$ cat config.mk
export PLATFORM = sky130hd
export DESIGN_NAME = branch_resolve
export DESIGN_NICKNAME = d
export VERILOG_FILES = /design/src/rtl/branch_resolve.sv
export SDC_FILE = /design/constraint.sdc
export NUM_CORES = 1
export LEC_CHECK = 0
export BUFFER_PORTS_ARGS = -buffer_cell sky130_fd_sc_hd__buf_2
export CAP_MARGIN = 10
export CORE_UTILIZATION = 40
export CTS_CLUSTER_DIAMETER = 150
export DETAILED_ROUTE_END_ITERATION = 8
export GPL_TIMING_DRIVEN = 0
export SLEW_MARGIN = 20
export SYNTH_ARGS = -nofsm -noshare
export SYNTH_HDL_FRONTEND = slang
export SYNTH_SLANG_ARGS = --single-unit
$ cat constraint.sdc
create_clock -name clk -period 3.4 [get_ports clk]
set_input_delay 0.17 -clock clk [delete_from_list [all_inputs] [get_ports clk]]
set_output_delay 0.17 -clock clk [all_outputs]
set_load 0.01 [all_outputs]
$ cat src/rtl/branch_resolve.sv
// branch_resolve: fetch/execute sequencer that owns the PC and resolves
// rv32i branch, jal and jalr targets.  The FSM is FETCH -> EXEC -> FETCH,
// with an absorbing TRAP state for misaligned targets and fetch timeouts.
// Optional branch statistics are built when BRANCH_STATS_EN is defined;
// otherwise br_count/br_taken_count are tied to zero.
module branch_resolve #(
    parameter logic [31:0] RESET_PC     = 32'h0000_0060,
    parameter int unsigned RESP_TIMEOUT = 255
) (
    input  logic        clk,
    input  logic        rst_n,
    output logic        imem_read,
    output logic [31:0] imem_address,
    input  logic        imem_resp,
    input  logic        instr_done,
    input  logic [6:0]  opcode,
    input  logic        br_en,
    input  logic [31:0] imm,
    input  logic [31:0] rs1_data,
    output logic [31:0] pc,
    output logic [31:0] pc_plus4,
    output logic        redirect,
    output logic        trap,
    output logic [31:0] br_count,
    output logic [31:0] br_taken_count
);

    localparam logic [6:0]  OP_BR   = 7'b1100011;
    localparam logic [6:0]  OP_JAL  = 7'b1101111;
    localparam logic [6:0]  OP_JALR = 7'b1100111;
    // Counter value seen during the last FETCH cycle allowed before trapping.
    localparam logic [31:0] TMO_LAST = 32'(RESP_TIMEOUT - 1);
    localparam bit          TMO_EN   = (RESP_TIMEOUT != 0);

    typedef enum logic [1:0] {FETCH, EXEC, TRAP} state_t;

    state_t      state_q, state_d;
    logic [31:0] pc_q, pc_d;
    logic        redirect_q, redirect_d;
    logic [31:0] tmo_q, tmo_d;
    logic [31:0] target;
    logic        nonseq;
    logic        misaligned;

    // Next-PC candidate; nonseq marks targets that are not the fall-through.
    always_comb begin
        target = pc_q + 32'd4;
        nonseq = 1'b0;
        case (opcode)
            OP_BR: begin
                if (br_en) begin
                    target = pc_q + imm;
                    nonseq = 1'b1;
                end
            end
            OP_JAL: begin
                target = pc_q + imm;
                nonseq = 1'b1;
            end
            OP_JALR: begin
                target = (rs1_data + imm) & ~32'h1;
                nonseq = 1'b1;
            end
            default: ;
        endcase
        misaligned = (target[1:0] != 2'b00);
    end

    // Next-state logic: fetch handshake with timeout, PC update in EXEC, sticky trap.
    always_comb begin
        state_d    = state_q;
        pc_d       = pc_q;
        redirect_d = 1'b0;
        tmo_d      = 32'd0;
        case (state_q)
            FETCH: begin
                // A response in the timeout cycle still wins over the trap.
                if (imem_resp) begin
                    state_d = EXEC;
                end else if (TMO_EN && (tmo_q == TMO_LAST)) begin
                    state_d = TRAP;
                end else if (TMO_EN) begin
                    tmo_d = tmo_q + 32'd1;
                end
            end
            EXEC: begin
                if (instr_done) begin
                    if (misaligned) begin
                        state_d = TRAP;
                    end else begin
                        pc_d       = target;
                        redirect_d = nonseq;
                        state_d    = FETCH;
                    end
                end
            end
            default: ;
        endcase
    end

    // Core state registers; reset forces a fresh fetch from RESET_PC.
    always_ff @(posedge clk or negedge rst_n) begin
        if (!rst_n) begin
            state_q    <= FETCH;
            pc_q       <= RESET_PC;
            redirect_q <= 1'b0;
            tmo_q      <= 32'd0;
        end else begin
            state_q    <= state_d;
            pc_q       <= pc_d;
            redirect_q <= redirect_d;
            tmo_q      <= tmo_d;
        end
    end

    assign imem_read    = (state_q == FETCH);
    assign trap         = (state_q == TRAP);
    assign pc           = pc_q;
    assign imem_address = pc_q;
    assign pc_plus4     = pc_q + 32'd4;
    assign redirect     = redirect_q;

`ifdef BRANCH_STATS_EN
    logic [31:0] br_count_q, br_count_d;
    logic [31:0] br_taken_count_q, br_taken_count_d;

    // Count branches only when the PC actually updates (not on a trapping target).
    always_comb begin
        br_count_d       = br_count_q;
        br_taken_count_d = br_taken_count_q;
        if ((state_q == EXEC) && instr_done && !misaligned && (opcode == OP_BR)) begin
            br_count_d = br_count_q + 32'd1;
            if (br_en) begin
                br_taken_count_d = br_taken_count_q + 32'd1;
            end
        end
    end

    // Statistics registers.
    always_ff @(posedge clk or negedge rst_n) begin
        if (!rst_n) begin
            br_count_q       <= 32'd0;
            br_taken_count_q <= 32'd0;
        end else begin
            br_count_q       <= br_count_d;
            br_taken_count_q <= br_taken_count_d;
        end
    end

    assign br_count       = br_count_q;
    assign br_taken_count = br_taken_count_q;
`else
    assign br_count       = 32'd0;
    assign br_taken_count = 32'd0;
`endif

endmodule

# Yosys cells after proc, flatten, opt, wreduce, memory -nomap -nowiden
# Cells that the tools add are included.
[op_classes]
add_sub_neg = 4
multipliers = 0
div_mod_pow = 0
magnitude_cmp = 0
eq_ne = 8
shift = 0
n_mux = 15
bitwise_logic = 1
reduce_logical = 6
[op_table]
columns = ["op", "n"]
rows = [
  ["32-bit 2-to-1 mux", 4],
  ["32-bit case mux with 3 select lines", 1],
  ["32-bit adder", 2],
  ["32-bit by 1-bit adder with 32-bit output (second input constant)", 1],
  ["32-bit by 3-bit adder with 32-bit output (second input constant)", 1],
  ["32-bit by 8-bit == test with 1-bit output (second input constant)", 1],
  ["7-bit == test (second input constant)", 3],
  ["2-bit 2-to-1 mux", 4],
  ["3-bit AND reduction", 2],
  ["1-bit 2-to-1 mux", 4],
  ["2-bit case mux with 2 select lines", 1],
  ["2-bit nonzero test", 2],
  ["3-bit by 1-bit != test with 1-bit output (second input constant)", 1],
  ["2-bit by 1-bit == test with 1-bit output (second input constant)", 1],
  ["2-bit == test (second input constant)", 1],
  ["2-bit zero test", 1],
  ["2-bit != test (second input constant)", 1],
  ["1-bit case mux with 2 select lines", 1],
  ["2-bit OR reduction", 1],
  ["1-bit inverter", 1],
]
[totals]
regBits = 67
latch_bits = 0
mem_bits_rw = 0
romBits = 0
out_inout_bits = 163
n_memories = 0

# Depth between registers and ports, before layout
[logic_depth]
depth_word = 7
mapped_depth = 12
depth_no_buf = 10

# Worst setup path before layout
# No wires, ideal clock.
[synth_timing]
kind = "register -> register"
start = "register pc_q[0] (netlist: imem_address[0])"
end = "register pc_q[30] (netlist: imem_address[30])"
arrival_ps = 2690
t_required_ps = 3274
slack_ps = 584
stages_incl_launch_ff = 11
period_less_slack_ps = 2816
path_cell_list = "dfrtp_1 -> ha_1 -> fa_1 -> a211oi_1 -> o21ai_0 -> a21oi_1 -> o21a_1 -> o21a_1 -> or3_1 -> a21oi_1 -> o32a_1"
[synth_between]
elab_chain_cells = 6
elab_cells_between_ends = 7
cone_classes = "add/sub (2); mux (2); bitwise (1); reduce/logical (2)"
[synth_rtl]
columns = ["element", "line_no", "rtl"]
rows = [
  ["start: declaration", "38", "logic [31:0] pc_q, pc_d;"],
  ["start signal: assignment", "110", "pc_q <= pc_d;"],
  ["32-bit by 3-bit adder with 32-bit output / 32-bit adder (equally long branches)", "47, 52, 57", ""],
  ["32-bit 2-to-1 mux", "51", "if (br_en) begin"],
  ["32-bit case mux with 3 select lines *", "49", "case (opcode)"],
  ["2-bit nonzero test", "66", "misaligned = (target[1:0] != 2'b00);"],
  ["1-bit inverter (no source line)", "n/a", ""],
  ["3-bit AND reduction (no source line)", "n/a", ""],
]
# Mark *: on every way between the ends. The rest lies on a longest branch, timed or not.
# A chain may end at the register's enable or synchronous reset.

# Worst setup path after layout
# Ends and elaborated chain as after synthesis.

==> results.txt <==
----------------------------------------------------
[Logic synthesis]
  Sequential cell area fraction in the yosys report ... 0.208
  Cell type with the largest total area after synthesis ... sky130_fd_sc_hd__dfrtp_1
  Most used flip-flop cell after synthesis ... sky130_fd_sc_hd__dfrtp_1
  Cell area after technology mapping ... 0.00807 mm2
  Top area cells in the synthesized netlist ... sky130_fd_sc_hd__dfrtp_1 (20%), sky130_fd_sc_hd__ha_1 (9.9%), sky130_fd_sc_hd__buf_4 (9.1%)
  Async set-reset flop share out of synthesis ... 1.00
  Cells after Synth ... 1,015
  Proportion of netlist area held by the largest area contributor ... 0.202
  Number of synthesis warnings ... 0
  Post-Synthesis Mean Instance Area ... 7.95 um2
  Synthesized flop and latch total ... 67
  Count of cell types in the netlist ... 81
  Number of enable-type register cells in the synthesized netlist ... 0

[Min path]
  Type of the tightest min-delay check ... in -> reg
  Min-Delay Startpoint ... imem_resp

[Floorplan]
  Row count ... 51
  Die Span X ... 144 um
  Initial cell density of the core ... 0.412
  Overall die area ... 0.0207 mm2
  Placeable core region ... 0.0196 mm2
  Number of placed I/O pins ... 239
  Y dimension of the die ... 144 um

[Place]
  Number of port buffers ... 174
  Post-detail-place hpwl ... 20,700 um
  Final weighted congestion in routability-driven placement ... 0.918
  Placement Cell Area ... 0.00954 mm2

[Worst setup path]
  Critical path data required time ... 3630 ps
  Type of element capturing the critical path ... flop
  Worst setup path startpoint ... imem_address[0]$_DFFE_PN0P_
  Standard cell with the maximum stage delay on the critical path ... sky130_fd_sc_hd__dfrtp_1
  Family with the most delay on the worst path ... compound AO/OA/AOI/OAI gates
  Category of the most critical setup path ... reg -> reg
  Crit-path max FO ... 7
  Slowest cell delay on critical path ... 460 ps
  Chain of cells forming the critical path ... ha_1 -> fa_1 -> a211oi_1 -> o21ai_1 -> a21oi_2 -> o21a_2 -> o21a_1 -> or3_1 -> a21oi_1 -> o32a_1
  Crit path launch type ... flop
  Critical path buffer and inverter count ... 0
  FF-to-FF Start ... imem_address[0]$_DFFE_PN0P_
  Data arrival, critical path ... 3420 ps

[Final layout]
  Commonest cells after routing, fill and taps aside ... sky130_fd_sc_hd__buf_2 (179), sky130_fd_sc_hd__buf_4 (102), sky130_fd_sc_hd__nand2_1 (87)
  Final #Nets ... 1,410
  Leading cell type in the layout, fill and taps excluded ... sky130_fd_sc_hd__buf_2
  Area growth from synthesis to final layout ... 23.2%
  Final Cell Area ... 0.00994 mm2
  Ratio of cells with drive above 1 in the final layout ... 0.261

[Clock network]
  Count of H-tree levels built during CTS ... 3
  Number of sinks driven by the clock tree ... 67
  Cell at the root of the clock tree ... sky130_fd_sc_hd__clkbuf_16
  Maximum root-to-sink buffer count ... 2
  CTS tree ... built
  Clock-pin transition on the worst setup and hold timing paths ... 60 ps
  Clock latency of the later-clocked register in the worst-skew pair ... 350 ps
  Number of buffers inserted during clock tree synthesis ... 9

[Route]
  Wirelength, routed ... 26,600 um
  Remaining antenna violation count ... 0
  Via count ... 8,370
  Pre-antenna DRT Iters ... 6
  Mean number of vias per cell ... 5.44
  Detailed-route wire length per cell ... 17.3 um
  DRC errors left ... 0
  DRC marker count from the first detailed-route iteration ... 613

[Pwr]
  Power per cell area ... 309 mW/mm2
  Maximum vdd drop ... 0.230 mV
  Post-layout total power ... 3.08 mW
  Leakage power ... 4.91 nW

[STA]
  Count of final max-slew check failures ... 0
  Hold violation total from the final report ... 0
  Setup repair after global routing missed its margin ... false
  Highest Clock Rate ... 313 MHz
  Fin Clk Skew ... 6.24 ps
  Max-slew headroom ... 0.393
  Setup violators final ... 0
  Worst Max-Slew Pin Slew ... 903 ps
  Setup TNS after final layout ... 0 ps
  Shortest clock period the worst path allows after layout ... 3190 ps
  Share of the clock period used by the worst path after layout ... 0.939

[Outcome]
  Run status ... complete, no violations

[GRT]
  Maximum number of pins on one net before global-route repair ... 50
  Global routing usage summed across all routing layers ... 0.257
  Number of global-route vias before repair ... 7,457
  Overflow left after global routing ... 0
  Antenna violations before repair ... 1
  Global-route wire length before repair ... 40,400 um

[Flow run]
  Count of maximum capacitance violations ... 0

----------------------------------------------------
==> flip-flops by register name, summed over array words and instances (netlist names) <==
signal	count
redirect	1
state_q	2
tmo_q	32
imem_address	32
==> cell families (layout without fill, tap and decap cells) <==
logic type      after synthesis  count (layout)  synth area share
buf+inv                     144             339             0.113
compound gates              273             273             0.228
mux                          10              10            0.0126
flops                        67              67             0.208
other cells                   1              65          0.000465
xor+xnor                    101             101             0.110
simple gates                353             353             0.224
fa+ha+maj                    66              66             0.104
==> through the flow <==
stage / cells / util / hold slack, ps / setup WS, ps
floorplan: 1078 / - / -126 / 584
global placement: 1517 / 0.485 / 439 / -258
detailed placement: 1518 / 0.487 / 82.0 / -190
CTS: 1535 / 0.505 / 70.2 / 70.6
global route: 1539 / 0.507 / 74.2 / 4.12
finish: 1539 / 0.507 / 80.6 / 207
==> Yosys cell counts, types with 5 or more instances <==
cell / count
sky130_fd_sc_hd__and3_1: 21
sky130_fd_sc_hd__o21ai_0: 47
sky130_fd_sc_hd__nand2_1: 87
sky130_fd_sc_hd__o21bai_1: 8
sky130_fd_sc_hd__a222oi_1: 12
sky130_fd_sc_hd__o21ai_1: 8
sky130_fd_sc_hd__xnor2_1: 52
sky130_fd_sc_hd__nand3_1: 39
sky130_fd_sc_hd__o31ai_1: 5
sky130_fd_sc_hd__inv_1: 19
sky130_fd_sc_hd__a21o_1: 25
sky130_fd_sc_hd__buf_4: 98
sky130_fd_sc_hd__nor2_1: 82
sky130_fd_sc_hd__or3_1: 10
sky130_fd_sc_hd__a21oi_1: 77
sky130_fd_sc_hd__clkbuf_1: 22
sky130_fd_sc_hd__nor2b_1: 7
sky130_fd_sc_hd__a211oi_1: 6
sky130_fd_sc_hd__o22ai_1: 7
sky130_fd_sc_hd__nor4_1: 11
sky130_fd_sc_hd__nand4_1: 18
sky130_fd_sc_hd__dfrtp_1: 65
sky130_fd_sc_hd__xor2_1: 49
sky130_fd_sc_hd__nor3_1: 19
sky130_fd_sc_hd__or2_2: 5
sky130_fd_sc_hd__and4_1: 6
sky130_fd_sc_hd__nand2b_1: 7
sky130_fd_sc_hd__and2_1: 17
sky130_fd_sc_hd__a221oi_1: 6
sky130_fd_sc_hd__mux2i_1: 9
sky130_fd_sc_hd__o21a_1: 11
sky130_fd_sc_hd__ha_1: 64
sky130_fd_sc_hd__a31oi_1: 12
==> final timing paths <==
check | endpoint | slack (ps) | depth (start not counted)
max | imem_address[30]$_DFFE_PN0P_ | 210 | 10
min | state_q[0]$_DFFE_PN0P_ | 80 | 2
max reg2reg | imem_address[30]$_DFFE_PN0P_ | 210 | 10
min reg2reg | tmo_q[0]$_DFF_PN0_ | 520 | 1
max in group asynchronous | imem_address[15]$_DFFE_PN0P_ | 2590 | 3
min in group asynchronous | tmo_q[6]$_DFF_PN0_ | 250 | 2
==> routing by layer <==
metal  vias up  global-route usage  part of all wire
li1       4076                   -                 -
met1      3905               0.339              0.44
met2       349               0.421              0.47
met3        40              0.0457             0.070
met4         0              0.0834             0.025
met5         -                   0                 0
==> where the power goes <==
| part | internal (mW) | leakage [nW] | total [mW] | switching, mW |
|---|---|---|---|---|
| clock network | 0.649 | 0.154 | 1.06 | 0.413 |
| registers | 0.825 | 0.906 | 0.901 | 0.0767 |
| logic | 0.485 | 3.85 | 1.11 | 0.628 |
| total | 1.96 | 4.91 | 3.08 | 1.12 |
==> what timing repair did <==
action,CTS,global route
resized for setup,4,13
pin swaps,0,3
endpoints found under the hold margin,18,0
buffers inserted,0,3
setup endpoints to repair,8,24
hold buffers,1,0
==> worst reg2reg max path, stage by stage (launching register included) <==
cell                       delay [ps]
sky130_fd_sc_hd__dfrtp_1          460
sky130_fd_sc_hd__ha_1             270
sky130_fd_sc_hd__fa_1             420
sky130_fd_sc_hd__a211oi_1         350
sky130_fd_sc_hd__o21ai_1          200
sky130_fd_sc_hd__a21oi_2          290
sky130_fd_sc_hd__o21a_2           240
sky130_fd_sc_hd__o21a_1           260
sky130_fd_sc_hd__or3_1            140
sky130_fd_sc_hd__a21oi_1           70
sky130_fd_sc_hd__o32a_1           360
==> area by class of cell <==
type,count,area (um2)
Fill cell,1986,9650
Buffer,125,848
Clock buffer,9,225
Sequential cell,67,1680
Clock inverter,7,100
Timing Repair Buffer,179,933
Tap cell,265,332
Multi-Input combinational cell,867,5750
Antenna cell,1,2.50
Inverter,19,71.3
Power figures use the tool's default switching activity.
